==> config.mk <==
export PLATFORM = sky130hd
export DESIGN_NAME = wb_commit_ctrl
export DESIGN_NICKNAME = d
export VERILOG_FILES = /design/src/rtl/wb_commit_pkg.sv /design/src/rtl/wb_commit_ctrl.sv
export SDC_FILE = /design/constraint.sdc
export NUM_CORES = 1
export LEC_CHECK = 0
export BUFFER_PORTS_ARGS = -buffer_cell sky130_fd_sc_hd__clkbuf_2
export CORE_AREA = 5 5 184 186
export CTS_CLUSTER_SIZE = 25
export DETAILED_ROUTE_END_ITERATION = 8
export DIE_AREA = 0 0 189 191
export SLEW_MARGIN = 20
export SYNTH_ARGS = -nofsm -noshare
export SYNTH_HDL_FRONTEND = slang
export SYNTH_SLANG_ARGS = --single-unit
==> constraint.sdc <==
create_clock -name clk -period 2.5 [get_ports clk]
set_input_delay 0.125 -clock clk [delete_from_list [all_inputs] [get_ports clk]]
set_output_delay 0.125 -clock clk [all_outputs]
set_load 0.01 [all_outputs]
==> src/rtl/wb_commit_pkg.sv <==
// Shared types and constants for the writeback commit controller:
// CSR op encodings, CSR numbers, commit kinds and the WB stage register.
package wb_commit_pkg;

    typedef enum logic [1:0] {
        CSR_OP_NONE = 2'b00,
        CSR_OP_RD   = 2'b01,
        CSR_OP_WR   = 2'b10,
        CSR_OP_XCHG = 2'b11
    } csr_op_t;

    localparam logic [13:0] CSR_CRMD   = 14'h000;
    localparam logic [13:0] CSR_PRMD   = 14'h001;
    localparam logic [13:0] CSR_ESTAT  = 14'h005;
    localparam logic [13:0] CSR_ERA    = 14'h006;
    localparam logic [13:0] CSR_EENTRY = 14'h00C;

    localparam logic [5:0] ECODE_INT = 6'h00;

    localparam int unsigned DRAIN_W = 4;

    typedef enum logic [2:0] {
        CK_NONE,
        CK_INT,
        CK_EX,
        CK_ERTN,
        CK_NORMAL
    } commit_kind_t;

    typedef struct packed {
        logic        valid;
        logic [31:0] pc;
        csr_op_t     csr_op;
        logic [13:0] csr_num;
        logic [31:0] rj_value;
        logic [31:0] rd_value;
        logic        ertn;
        logic        ex;
        logic [5:0]  ecode;
        logic [8:0]  esubcode;
        logic        rf_we;
        logic [4:0]  rf_waddr;
        logic [31:0] rf_wdata;
    } wb_stage_t;

endpackage

==> src/rtl/wb_commit_ctrl.sv <==
// Writeback-stage commit controller: registers the MEM->WB instruction, drives
// the CSR port, commits exceptions/ertn as a one-cycle flush, and counts retirements.
module wb_commit_ctrl
    import wb_commit_pkg::*;
#(
    parameter int unsigned DRAIN_CYCLES = 2
) (
    input  logic        clk,
    input  logic        reset,
    input  logic        in_valid,
    output logic        in_ready,
    input  logic [31:0] in_pc,
    input  logic [1:0]  in_csr_op,
    input  logic [13:0] in_csr_num,
    input  logic [31:0] in_rj_value,
    input  logic [31:0] in_rd_value,
    input  logic        in_ertn,
    input  logic        in_ex,
    input  logic [5:0]  in_ecode,
    input  logic [8:0]  in_esubcode,
    input  logic        in_rf_we,
    input  logic [4:0]  in_rf_waddr,
    input  logic [31:0] in_rf_wdata,
    output logic [13:0] csr_rnum,
    output logic [13:0] csr_wnum,
    output logic        csr_we,
    output logic [31:0] csr_wvalue,
    output logic [31:0] csr_wmask,
    input  logic [31:0] csr_rvalue,
    output logic [31:0] wb_pc,
    output logic        wb_ex,
    output logic [5:0]  wb_ecode,
    output logic [8:0]  wb_esubcode,
    output logic        ertn_flush,
    input  logic [31:0] ex_entry,
    input  logic        has_int,
    output logic        rf_we,
    output logic [4:0]  rf_waddr,
    output logic [31:0] rf_wdata,
    output logic        flush,
    output logic [31:0] flush_target,
    output logic [31:0] retired
);

    typedef enum logic [1:0] {
        S_EMPTY,
        S_FULL,
        S_DRAIN
    } state_t;

    state_t               state;
    wb_stage_t            stage;
    logic [DRAIN_W-1:0]   drain_cnt;
    commit_kind_t         kind;
    logic                 full;
    logic                 xfer;

    assign full = (state == S_FULL) && stage.valid;
    assign xfer = in_valid && in_ready;

    // The reset cycle must not commit anything, so reset gates the kind directly.
    always_comb begin
        kind = CK_NONE;
        if (full && !reset) begin
            if (has_int)
                kind = CK_INT;
            else if (stage.ex)
                kind = CK_EX;
            else if (stage.ertn)
                kind = CK_ERTN;
            else
                kind = CK_NORMAL;
        end
    end

    always_comb begin
        csr_rnum     = stage.csr_num;
        csr_wnum     = stage.csr_num;
        csr_we       = 1'b0;
        csr_wvalue   = '0;
        csr_wmask    = '0;
        wb_pc        = '0;
        wb_ex        = 1'b0;
        wb_ecode     = '0;
        wb_esubcode  = '0;
        ertn_flush   = 1'b0;
        rf_we        = 1'b0;
        rf_waddr     = '0;
        rf_wdata     = '0;
        flush        = 1'b0;
        flush_target = '0;

        if (kind != CK_NONE)
            wb_pc = stage.pc;

        unique case (kind)
            CK_INT: begin
                wb_ex        = 1'b1;
                wb_ecode     = ECODE_INT;
                wb_esubcode  = '0;
                flush        = 1'b1;
                flush_target = ex_entry;
            end
            CK_EX: begin
                wb_ex        = 1'b1;
                wb_ecode     = stage.ecode;
                wb_esubcode  = stage.esubcode;
                flush        = 1'b1;
                flush_target = ex_entry;
            end
            CK_ERTN: begin
                // Return address comes back on the read port from ERA.
                ertn_flush   = 1'b1;
                csr_rnum     = CSR_ERA;
                flush        = 1'b1;
                flush_target = csr_rvalue;
            end
            CK_NORMAL: begin
                rf_we    = stage.rf_we;
                rf_waddr = stage.rf_waddr;
                rf_wdata = stage.rf_wdata;
                unique case (stage.csr_op)
                    CSR_OP_RD: begin
                        rf_wdata = csr_rvalue;
                    end
                    CSR_OP_WR: begin
                        csr_we     = 1'b1;
                        csr_wmask  = '1;
                        csr_wvalue = stage.rd_value;
                        rf_wdata   = csr_rvalue;
                    end
                    CSR_OP_XCHG: begin
                        csr_we     = 1'b1;
                        csr_wmask  = stage.rj_value;
                        csr_wvalue = stage.rd_value;
                        rf_wdata   = csr_rvalue;
                    end
                    default: ;
                endcase
            end
            default: ;
        endcase
    end

    always_ff @(posedge clk) begin
        if (reset) begin
            state     <= S_EMPTY;
            stage     <= '0;
            drain_cnt <= '0;
            in_ready  <= 1'b1;
            retired   <= '0;
        end else begin
            if (kind == CK_NORMAL)
                retired <= retired + 32'd1;

            unique case (state)
                S_DRAIN: begin
                    if (drain_cnt <= DRAIN_W'(1)) begin
                        state    <= S_EMPTY;
                        in_ready <= 1'b1;
                    end else begin
                        drain_cnt <= drain_cnt - DRAIN_W'(1);
                    end
                end
                default: begin
                    if (flush) begin
                        // Any transfer accepted this cycle is dropped with the flushed instruction.
                        state       <= S_DRAIN;
                        drain_cnt   <= DRAIN_W'(DRAIN_CYCLES);
                        stage.valid <= 1'b0;
                        in_ready    <= 1'b0;
                    end else if (xfer) begin
                        state          <= S_FULL;
                        stage.valid    <= 1'b1;
                        stage.pc       <= in_pc;
                        stage.csr_op   <= csr_op_t'(in_csr_op);
                        stage.csr_num  <= in_csr_num;
                        stage.rj_value <= in_rj_value;
                        stage.rd_value <= in_rd_value;
                        stage.ertn     <= in_ertn;
                        stage.ex       <= in_ex;
                        stage.ecode    <= in_ecode;
                        stage.esubcode <= in_esubcode;
                        stage.rf_we    <= in_rf_we;
                        stage.rf_waddr <= in_rf_waddr;
                        stage.rf_wdata <= in_rf_wdata;
                    end else begin
                        state       <= S_EMPTY;
                        stage.valid <= 1'b0;
                    end
                end
            endcase
        end
    end

endmodule

==> results.yml <==
grt:
  first_global_vias: 10900
  grt_pass1_wl_um: 58400
  grt_antenna_before_repair: 1
  grt_total_ovfl: 0
  grt_util_all_layers_pct: 19.6
  grt_max_degree: 94
floorplan:
  core_mm2: 0.0321
  floorplan.die.width_um: 189
  chipHeight_um: 191
  fp.dieArea_mm2: 0.0361
  ios: 481
  num_rows: 66
  start_util_pct: 29.7
sta:
  worstMarginPinSlew_ps: 1030
  maxClockFrequency_mhz: 426
  largest_clock_skew_in_the_final_design_ps: 11.3
  final.min_clock_period_ps: 2350
  setup_violations: 0
  final_hold_viol_count: 0
  finalSetupTns_ps: 0
  timing_max_transition_violations_final: 0
  final_cycle_utilization_of_the_critical_path_pct: 94.0
  fin_hold_ws_ps: 192
  rsz0062_at_grt: "false"
  slew_headroom_pct: 31.2
synth:
  synthesis.area_per_instance_um2: 7.26
  yosysWarningCount: 0
  ys_seq_elements: 207
  synthesis.area_mm2: 0.00955
  netlist-cell-type-count: 45
  synth_top_flop_cell: "sky130_fd_sc_hd__dfxtp_1"
  synth_edf_count: 0
  synthesis.nets: 1553
  synth-async-reset-ratio_pct: 0
  synth_seq_area_share_pct: 43.4
  postSynthCellCount: 1315
outcome:
  status: "finished, final reports clean"
clocking:
  clk_transition_reported_paths_ps: 60
  root_buffer: "sky130_fd_sc_hd__clkbuf_16"
  cts_max_path_buffers: 3
  post_cts.repair.setup_buffers: 0
  clock-sinks: 207
  cts_tree: "done"
  cts_inserted_buffers: 24
  insertion_delay_ps: 520
  cts.htree.levels: 1
placed_design:
  dp.final_hpwl_um: 26100
  io_buffer_count: 480
  place.gp.congestion: 0.825
critical_path:
  required_ps: 2380
  worstSetupStartpointType: "flip-flop"
  timing.critical_path.slowest_cell_delay_ps: 320
  cpMaxStageDelayCell: "sky130_fd_sc_hd__dfxtp_1"
  type_of_the_worst_setup_path: "flip-flop to primary output"
  path_cells: "nand4bb_1 > buf_4 > nor2_2 > nand2_1 > buf_6 > a21oi_1 > clkbuf_2"
  reg2reg_slack_ps: 310
  crit_fanout: 33
  arrival_ps: 2220
  critPathCaptureType: "primary output"
power:
  leakagePower_nw: 6.88
  total_power_mw: 8.15
  vdd_drop_max_uv: 414
  powerDensity_mw_per_mm2: 553
detailed_routing:
  drt_iter0_drc: 499
  number_of_detailed_route_iterations_in_the_first_pass: 5
  wirelength_um: 38400
  drtAntennaViolNets: 0
  vias_per_cell: 4.88
  detail_route.drc_violations: 0
  routed_wire_length_per_instance_um: 16.5
  vias: 11300
finish:
  most_frequent_cells_in_the_layout: "479 x sky130_fd_sc_hd__clkbuf_2, 413 x sky130_fd_sc_hd__nand2_1, 256 x sky130_fd_sc_hd__a21oi_1"
  layout.cells.most_common: "sky130_fd_sc_hd__clkbuf_2"
  area.growth.synth_to_final_pct: 54.4
  layout.nets: 2137
  final_core_util_pct: 45.9
  final_layout_size_suffix_gt1_share_pct: 29.5
job:
  drv.max_cap_violation_count: 0
hold_path:
  worstHoldPathType: "primary input to flip-flop"
==> cells in the mapped netlist (all sizes together) (14+ instances only) <==
master,instances,share of area (%)
dfxtp,207,43
and2,52,3.4
inv,41,1.6
clkbuf,92,3.6
a21oi,256,13
or4,17,1.4
buf,26,1.7
nor2b,16,1.0
nor2,19,0.75
nand2,413,16
and3,43,2.8
o31ai,14,1.1
nand4,14,0.92
a22o,32,2.9
==> worst max-delay path, delay by kind of cell (launching register included) <==
kind                   cells  cell delay (ps)
AO/OA/AOI/OAI              1              200
AND/OR/NAND/NOR            3              560
buffers and inverters      3              610
flip-flops                 1              320
==> per-layer routing <==
metal / vias to the layer above / part of all wire [%] / global-route usage (%)
met5: - / 0 / 0
met4: 0 / 4.6 / 8.44
met3: 83 / 8.1 / 5.50
met2: 466 / 49 / 34.8
met1: 5249 / 38 / 22.2
li1: 5551 / - / -
==> final cells by class <==
cell class	instances	area [um^2]
fillers	3199	17400
multi-input cells	949	4760
repair buffers	676	4360
flip-flops and latches	207	4140
clock buffers	38	754
well taps	408	510
inverters	41	154
clock inverters	4	45.0
diodes	3	7.51
==> flip-flops by register name, summed over array words and instances, names as in the netlist <==
register   flops
stage        154
state          2
csr_wnum      14
in_ready       1
retired       32
drain_cnt      4
==> final timing paths <==
path | startpoint | endpoint | cells past startpoint
max | state[1] | csr_wmask[0] | 7
min | reset | retired[10] | 3
max reg2reg | retired[0] | retired[28] | 5
min reg2reg | stage[32] | stage[32] | 2
==> kinds of logic after synthesis <==
logic type	share of synthesized area (%)
and+or+nand+nor	29.6
AOI/OAI and AO/OA	18.8
DFF	43.4
buffers and inverters	6.96
xor gates and xnor gates	0.550
muxes	0.354
adders and majority gates	0.393
==> power breakdown <==
group	leakage [nW]	internal, mW	total (mW)	switching, mW
Combinational	4.78	0.504	1.06	0.551
Clock	0.397	2.15	3.55	1.39
Sequential	1.70	3.47	3.55	0.0837
Total	6.88	6.12	8.15	2.03
==> repair_timing <==
item / 4_1_cts / 5_1_grt
hold buffers: 167 / 0
setup endpoints to repair: 0 / 55
resized for setup: 0 / 4
endpoints found under the hold margin: 167 / 0
==> stage by stage <==
step,worst slack (ps),std cells,cell area (um^2)
after detailed placement,302,2114,12200
final,151,2326,14700
after global routing,11.8,2324,14700
after global placement,332,2114,12200
after floorplan,415,1315,9550
after CTS,14.4,2323,14700
No activity file was read; power rests on OpenSTA's default activity.
